--- src/rtl/fc1_ctrl.sv ---
// fc1_ctrl: FC1 (400 -> 120) layer sequencer that walks the feature/weight address and drives MAC clear/enable and result capture.
// Defining FC1_PERF_CNT_EN adds the perf_cycles/perf_stalls per-pass counters.
module fc1_ctrl #(
    parameter int N_IN    = 400,
    parameter int ADDR_W  = 9,
    parameter int RD_LAT  = 1,
    parameter int MAC_LAT = 2
) (
    input  logic              clk,
    input  logic              rst_n,
    input  logic              start,
    input  logic              in_stall,
    output logic              busy,
    output logic              done,
    output logic [ADDR_W-1:0] fc1_raddr,
    output logic              fc1_rd_en,
    output logic              mac_clr,
    output logic              mac_en,
    output logic              f6_wr_en,
    output logic              f6_valid
`ifdef FC1_PERF_CNT_EN
    ,
    output logic [15:0]       perf_cycles,
    output logic [15:0]       perf_stalls
`endif
);

    localparam int DRAIN_N = RD_LAT + MAC_LAT;
    localparam int CNT_W   = (DRAIN_N > 1) ? $clog2(DRAIN_N) : 1;
    localparam logic [ADDR_W-1:0] LAST_ADDR  = ADDR_W'(N_IN - 1);
    localparam logic [CNT_W-1:0]  DRAIN_LAST = CNT_W'(DRAIN_N - 1);

    typedef enum logic [2:0] {
        S_IDLE,
        S_CLR,
        S_RUN,
        S_DRAIN,
        S_WB
    } state_e;

    state_e              state_q, state_d;
    logic [ADDR_W-1:0]   raddr_q, raddr_d;
    logic                rd_en_q, rd_en_d;
    logic                clr_q, clr_d;
    logic                wr_q, wr_d;
    logic                done_q, done_d;
    logic                busy_q, busy_d;
    logic                valid_q, valid_d;
    logic [CNT_W-1:0]    drain_q, drain_d;
    logic [RD_LAT-1:0]   chain_q;

    always_ff @(posedge clk or negedge rst_n) begin
        if (!rst_n) begin
            state_q <= S_IDLE;
            raddr_q <= '0;
            rd_en_q <= 1'b0;
            clr_q   <= 1'b0;
            wr_q    <= 1'b0;
            done_q  <= 1'b0;
            busy_q  <= 1'b0;
            valid_q <= 1'b0;
            drain_q <= '0;
        end else begin
            state_q <= state_d;
            raddr_q <= raddr_d;
            rd_en_q <= rd_en_d;
            clr_q   <= clr_d;
            wr_q    <= wr_d;
            done_q  <= done_d;
            busy_q  <= busy_d;
            valid_q <= valid_d;
            drain_q <= drain_d;
        end
    end

    // Outputs are computed for the state being entered, so every output is a flop.
    // raddr_q always shows the last issued address, so it doubles as the walk counter.
    always_comb begin
        state_d = state_q;
        raddr_d = raddr_q;
        rd_en_d = 1'b0;
        clr_d   = 1'b0;
        wr_d    = 1'b0;
        done_d  = 1'b0;
        busy_d  = busy_q;
        valid_d = valid_q;
        drain_d = drain_q;
        unique case (state_q)
            S_IDLE: begin
                if (start) begin
                    state_d = S_CLR;
                    clr_d   = 1'b1;
                    busy_d  = 1'b1;
                    valid_d = 1'b0;
                    raddr_d = '0;
                end
            end
            S_CLR: begin
                state_d = S_RUN;
                rd_en_d = 1'b1;
            end
            S_RUN: begin
                if (!in_stall) begin
                    if (raddr_q == LAST_ADDR) begin
                        state_d = S_DRAIN;
                        drain_d = DRAIN_LAST;
                    end else begin
                        raddr_d = raddr_q + ADDR_W'(1);
                        rd_en_d = 1'b1;
                    end
                end
            end
            S_DRAIN: begin
                if (drain_q == '0) begin
                    state_d = S_WB;
                    wr_d    = 1'b1;
                end else begin
                    drain_d = drain_q - CNT_W'(1);
                end
            end
            S_WB: begin
                state_d = S_IDLE;
                done_d  = 1'b1;
                busy_d  = 1'b0;
                valid_d = 1'b1;
            end
            default: state_d = S_IDLE;
        endcase
    end

    // Pure delay of the read strobe so stall bubbles reach the MACs unchanged.
    always_ff @(posedge clk or negedge rst_n) begin
        if (!rst_n) begin
            chain_q <= '0;
        end else begin
            chain_q <= RD_LAT'({chain_q, rd_en_q});
        end
    end

`ifdef FC1_PERF_CNT_EN
    logic [15:0] cyc_q;
    logic [15:0] stl_q;

    always_ff @(posedge clk or negedge rst_n) begin
        if (!rst_n) begin
            cyc_q <= '0;
            stl_q <= '0;
        end else if (state_q == S_IDLE) begin
            if (start) begin
                cyc_q <= '0;
                stl_q <= '0;
            end
        end else begin
            if (cyc_q != 16'hFFFF) begin
                cyc_q <= cyc_q + 16'd1;
            end
            if (state_q == S_RUN && in_stall && stl_q != 16'hFFFF) begin
                stl_q <= stl_q + 16'd1;
            end
        end
    end

    assign perf_cycles = cyc_q;
    assign perf_stalls = stl_q;
`endif

    assign busy      = busy_q;
    assign done      = done_q;
    assign fc1_raddr = raddr_q;
    assign fc1_rd_en = rd_en_q;
    assign mac_clr   = clr_q;
    assign mac_en    = chain_q[RD_LAT-1];
    assign f6_wr_en  = wr_q;
    assign f6_valid  = valid_q;

endmodule

--- config.mk ---
export PLATFORM = sky130hd
export DESIGN_NAME = fc1_ctrl
export DESIGN_NICKNAME = d
export VERILOG_FILES = /design/src/rtl/fc1_ctrl.sv
export SDC_FILE = /design/constraint.sdc
export NUM_CORES = 1
export LEC_CHECK = 0
export ABC_AREA = 1
export BUFFER_PORTS_ARGS = -buffer_cell sky130_fd_sc_hd__buf_2
export CAP_MARGIN = 5
export CORE_MARGIN = 2
export CORE_UTILIZATION = 49
export DETAILED_ROUTE_END_ITERATION = 6
export PLACE_DENSITY = 0.74
export SKIP_CTS_REPAIR_TIMING = 1
export SYNTH_ARGS = -nofsm -noshare
export SYNTH_HDL_FRONTEND = slang
export SYNTH_SLANG_ARGS = --single-unit
export TNS_END_PERCENT = 10
--- constraint.sdc ---
create_clock -name clk -period 1.2 [get_ports clk]
set_input_delay 0.18 -clock clk [delete_from_list [all_inputs] [get_ports clk]]
set_output_delay 0.18 -clock clk [all_outputs]
set_load 0.005 [all_outputs]
# Word-level counts from Yosys, hierarchy flattened
# Cells that the tools add are included.
# word_totals
ff_bits	21
latch_bits	0
ramBits	0
rom_bits	0
input_bits	4
out_inout_bits	16
word_cells	57
n_memories	0
# op_classes
addsub	2
mul	0
n_div	0
order_cmp	0
eq_ne	11
shift	0
muxes	25
bitwise_logic	0
reduce_logical	9
# op_table
cell	n
9-bit two-way mux	3
9-bit one-hot mux with 2 select lines	1
3-bit two-way mux	4
2-bit != test, second input constant	6
3-bit one-hot mux with 4 select lines	1
4-bit AND reduction	3
9-bit by 1-bit adder with 9-bit output, second input constant	1
9-bit equality test, second input constant	1
1-bit two-way mux	9
3-bit by 2-bit equality test with 1-bit output, second input constant	2
2-bit two-way mux	3
1-bit one-hot mux with 2 select lines	3
2-bit nonzero test	3
2-bit one-hot mux with 2 select lines	1
3-bit by 1-bit equality test with 1-bit output, second input constant	1
3-bit equality test, second input constant	1
3-bit zero test	1
2-bit zero test	1
2-bit AND reduction	1
2-bit by 1-bit subtractor with 2-bit output, second input constant	1

# Longest topological paths before layout
# Gate-level depths: netlist of run 1.
# depth
word_depth	4
mapped_depth	9

# Worst setup path before layout of run 1
# No wires, ideal clock.
# synth_timing
path_type	reg-to-reg
start	reg raddr_q[0], in the netlist fc1_raddr[0]
end	reg drain_q[0]
setup_ns	0.116
arrival_time_ns	1.177
t_required_ns	1.084
setup_slack_ns	-0.093
stages_incl_launch_ff	9
n_path_buf	0
synth_period_minus_slack_ns	1.293
cell_sequence	dfrtp_1 ha_1 nand2_2 nor2_8 nand3_2 nand2_4 nand2_1 nand2_1 nand2_1
# synth_between
elab_chain_len	3
# synth_rtl
element	line_no	text
start, declared	42	logic [ADDR_W-1:0] raddr_q, raddr_d;
start signal, assigned	65	raddr_q <= raddr_d;
9-bit equality test	104	if (raddr_q == LAST_ADDR) begin
2-bit != test (no source line)	-	
4-bit AND reduction (no source line)	-	
end signal, assigned	72	drain_q <= drain_d;
end, declared	49	logic [CNT_W-1:0] drain_q, drain_d;
# Every way passes these cells.
# A chain may end at the register's enable or synchronous reset.

# Final worst setup path of run 1
# Ends and elaborated chain as after synthesis.

==> impl_metrics.tcl, run 1 <==
set metrics [dict create \
    dpl.hpwl_mm 2.003 \
    whs_ps 154.3 \
    syn-mean-instance-area_um2 7.619 \
    power_mw 1.954 \
    synth_area_leaders "dfrtp_1 (44%), nand2_1 (18%), inv_1 (6.6%)" \
    drt_iter0_markers 22 \
    die_area_mm2 0.002852 \
    worst_slack_ps -137.7 \
    cts-root-buf "clkbuf_4" \
    vias 1148 \
    place_inst 223 \
    finalCritPeriodShare_pct 111.5 \
    power.density_mw_per_mm2 1186 \
    maxClockFrequency_mhz 747.6 \
    ant_nets 0 \
    path_cells "ha_4 > nand2_4 > nor2_8 > nand3_4 > nand2_4 > nand2_1 > nand2_1 > nand2_1" \
    violations "setup timing" \
    synth_top_area_cell "dfrtp_1" \
    cts.sinks 21 \
    slew_violations 0 \
    wire_per_inst_um 11.95 \
    worstReg2RegStart "fc1_raddr[0]" \
    relSlewSlack_pct 68.53 \
    htree_levels 1 \
    ir_drop_v 0.0008128 \
    finClkSkew_ps 4.982 \
    track_usage_pct 22.12 \
    grt_pass1_vias 1038 \
    placed_cell_area_mm2 0.001471 \
    ioPinCount 20 \
    slowest_stage "dfrtp_1" \
    dieWidth_um 53.41 \
    antenna_cells 0 \
    setup_viol 16 \
    start_util_pct 53.05 \
    r2r_slack_ps -140 \
    setup_tns_ps -1343 \
    final_util_pct 73.09 \
    maxCapViolations 0 \
    grt_pass1_wl_mm 4.588 \
    insertion_delay_ps 320 \
    routabilityCongestion 0.8689 \
    die_h_um 53.41 \
    synth_top_cell_area_share_pct 43.93 \
    cp_common_cell "nand2_1" \
    gr-total-overflow 0 \
    synth_area_mm2 0.001196 \
    final_common_cell "nand2_1" \
    cp_max_fo 8 \
    syn_nets 163 \
    mostFrequentLayoutCells "nand2_1 (55), dfrtp_1 (21), inv_1 (20), buf_4 (16), buf_2 (14)" \
    post-place-ws_ps -126.1 \
    clkTransAtPathRegs_ps 130 \
    start_kind "flop" \
    final_nets 209 \
    grt_max_degree 22 \
    synth_seq_cells 21 \
    rsz0062_at_grt "true" \
    final_cell_area_mm2 0.001648 \
    ys_seq_area_share_pct 43.93 \
    remaining_drc_errors 0 \
    arrival_ps 1560 \
    dr.pass1.iters 4 \
    drive_above_1_share_pct 36.14 \
    required_ps 1420 \
    cp-endpoint "drain_q[0]" \
    wirelength_mm 2.749 \
    yosys_warnings 0 \
    antenna_found_initial 0 \
    tightest_slew_ps 472.0 \
    status "finished, violations left" \
    via_per_inst 4.991 \
    largest_reg_flops 9 \
    fin_cells 230 \
    critical_path_class "flop to flop" \
    p_leak_nw 0.9084 \
    hold_path_class "primary input to flop" \
    reg2reg_to "drain_q[0]" \
    core_mm2 0.002255 \
    startpoint "fc1_raddr[0]" \
    min_period_ps 1338 \
    hold_violations 0 \
    rows 17 \
    rr_worst_depth 8 \
    cts_tree "done" \
    areaGrowthSynthToFinish_pct 37.76 \
    port_buffers 19 \
    synth_cell_types 22 \
    critPathCaptureType "flop" \
    synthCells 157 \
    slowest_delay_ps 410 \
    clock_path_buffers 2 \
    numCtsBuffers 3 \
]
power by group:
part	switching [mW]	leakage (nW)	internal, mW
sequential	0.0929	0.269	0.785
combinational	0.364	0.625	0.340
clock	0.246	0.0139	0.128
total	0.702	0.908	1.25
kinds of logic (layout without fill, tap and decap cells):
| family | after synthesis | count (layout) | synth area share, % |
|---|---|---|---|
| and+or+nand+nor | 103 | 104 | 41.95 |
| adders and majority gates | 2 | 2 | 2.092 |
| AOI/OAI and AO/OA | 7 | 7 | 3.766 |
| buffers and inverters | 24 | 68 | 8.264 |
| DFF | 21 | 21 | 43.93 |
worst min-delay path by stage:
stage	from	end	slack, ps	depth (start not counted)
after floorplan	rst_n	busy	-120	0
after global placement	rst_n	f6_valid	160	1
after detailed placement	rst_n	f6_valid	160	1
after CTS	rst_n	fc1_raddr[8]	-200	1
after global routing	start	mac_clr	140	3
final	in_stall	fc1_raddr[6]	150	4
cell type report:
cell class	instances	area, µm²
multi-input combinational	113	653.1
fill	171	606.8
sequential	21	525.5
timing repair buffer	41	312.8
inverter	23	91.34
tap	28	35.03
clock buffer	3	22.52
clock inverter	1	7.507
routing by layer:
metal	track usage (%)	part of all wire [%]	vias to the layer above
met3	2.825	3.6	5
met1	29.86	44	531
li1	-	-	578
met5	0	0	-
met2	34.77	51	34
met4	10.26	1.6	0
cells in the mapped netlist, drive strengths merged:
cell type  instances
clkinv             1
dfrtp             21
ha                 2
o21ai              6
a21o               1
nand2             62
buf                1
nor2              20
nand4              4
nor3b              1
nand3             14
inv               22
nor3               2
worst max-delay path: cells and delay by family, from the launching register on:
family / cells / cell delay, ps
fa+ha+maj: 1 / 160
flops: 1 / 410
simple gates: 7 / 660
Note: power is estimated with default switching activity, not from simulation.
==> run 2: changes to the inputs <==
CORE_UTILIZATION = 54   (was 49)
PLACE_DENSITY = 0.77   (was 0.74)
clock period = 1.5 ns   (was 1.2 ns; I/O delays follow)
==> run 2 against run 1 <==
Net effect:
- the flow now finishes without violations
- critical endpoint unchanged
- via count shrank 7.1%
- worst setup slack gained 230 ps
- flip-flop and latch count is the same
- hold slack gained 33 ps
- wire length shrank 11%
- total power shrank 30%
- cell count shrank 7.8%
- fmax shrank 4.9%
- largest power group unchanged
- register-to-register slack gained 230 ps
- combinational power shrank 48%
- sequential power shrank 17%
==> impl_metrics.tcl, run 2 (synthesis results as in run 1) <==
set metrics [dict create \
    grt-busiest-layer "met2" \
    maxCapViolations 0 \
    largest_reg_flops 9 \
    gr-total-overflow 0 \
    fin_cells 212 \
    numCtsBuffers 3 \
    p_leak_nw 0.7981 \
    final_cell_area_mm2 0.001413 \
    ant_nets 0 \
    power.density_mw_per_mm2 969.9 \
    remaining_drc_errors 0 \
    core_mm2 0.002148 \
    hold_violations 0 \
    setup_tns_ps 0 \
    clkTransAtPathRegs_ps 120 \
    maxClockFrequency_mhz 711.2 \
    final_util_pct 65.75 \
    hold_path_class "primary input to flop" \
    critical_path_class "flop to flop" \
    grt_pass1_vias 1038 \
    required_ps 1710 \
    cp_max_fo 8 \
    start_util_pct 55.68 \
    min_from "start" \
    final_nets 191 \
    dpl.hpwl_mm 1.812 \
    tightest_slew_ps 485.0 \
    dr.pass1.iters 4 \
    via_per_inst 5.033 \
    ioPinCount 20 \
    ir_drop_v 0.0005771 \
    critPathCaptureType "flop" \
    grt_pass1_wl_mm 4.278 \
    wire_per_inst_um 11.52 \
    clock_path_buffers 2 \
    rows 17 \
    worstReg2RegStart "fc1_raddr[1]" \
    arrival_ps 1610 \
    dieWidth_um 51.07 \
    cts_tree "done" \
    slew_violations 0 \
    whs_ps 186.8 \
    finClkSkew_ps 2.680 \
    routabilityCongestion 0.8475 \
    setup_viol 0 \
    insertion_delay_ps 300 \
    die_h_um 51.07 \
    port_buffers 19 \
    final_common_cell "nand2_1" \
    finalCritPeriodShare_pct 93.74 \
    cts-root-buf "clkbuf_4" \
    min_period_ps 1406 \
    wirelength_mm 2.443 \
    relSlewSlack_pct 67.66 \
    gr-usage-met1_pct 27.00 \
    grtUsageMet3_pct 4.094 \
    antenna_cells 0 \
    antenna_found_initial 0 \
    mostFrequentLayoutCells "nand2_1 (57), inv_1 (21), dfrtp_1 (20), buf_2 (19), nor2_1 (14)" \
    drt_iter0_markers 27 \
    vias 1067 \
    areaGrowthSynthToFinish_pct 18.10 \
    drive_above_1_share_pct 25.54 \
    die_area_mm2 0.002608 \
    htree_levels 1 \
    startpoint "fc1_raddr[1]" \
    status "finished, final reports clean" \
    placed_cell_area_mm2 0.001326 \
    met2_usage_pct 36.58 \
    place_inst 204 \
    cts.sinks 21 \
    grt_max_degree 22 \
    start_kind "flop" \
    track_usage_pct 21.77 \
]
## run 2: per-layer routing
layer,wire [µm],vias up
met5,0,-
met2,1254,20
met3,73,4
li1,-,540
met1,1088,503
met4,27,0
## run 2: area by class of cell
class                           count  area [µm²]
Clock buffer                        3       22.52
Clock inverter                      1       5.005
Fill cell                         194       735.7
Inverter                           23       91.34
Multi-Input combinational cell    112       596.8
Sequential cell                    21       526.8
Tap cell                           28       35.03
Timing Repair Buffer               24       135.1
## run 2: final timing paths
| path | to | slack, ps | cells past startpoint |
|---|---|---|---|
| min in group asynchronous | mac_clr | 400 | 2 |
| setup reg to reg | drain_q[0] | 90 | 8 |
| max in group asynchronous | state_q[1] | 740 | 2 |
| setup / recovery | drain_q[0] | 90 | 8 |
| hold reg to reg | mac_en | 400 | 0 |
| hold / removal | mac_clr | 190 | 3 |
## run 2: critical path, stage by stage (launching register included)
cell and delay (ps):
dfrtp_1 440, ha_4 160, nand2_2 90, nor2_8 180, nand3_4 100, nand2_4 130, nand2_1 80, nand2_1 70
nand2_1 50
## run 2: metrics by stage
step	power [mW]	setup WS, ps
3_3_place_gp	1.049	169.0
2_1_floorplan	0.9336	207.0
4_1_cts	1.329	91.90
6_report	1.370	93.92
5_1_grt	1.481	-13.70
3_5_place_dp	1.057	104.5
## run 2: power breakdown
part | switching, mW | internal [mW] | total [mW]
Combinational | 0.204 | 0.161 | 0.365
Sequential | 0.104 | 0.628 | 0.732
Clock | 0.175 | 0.0993 | 0.274
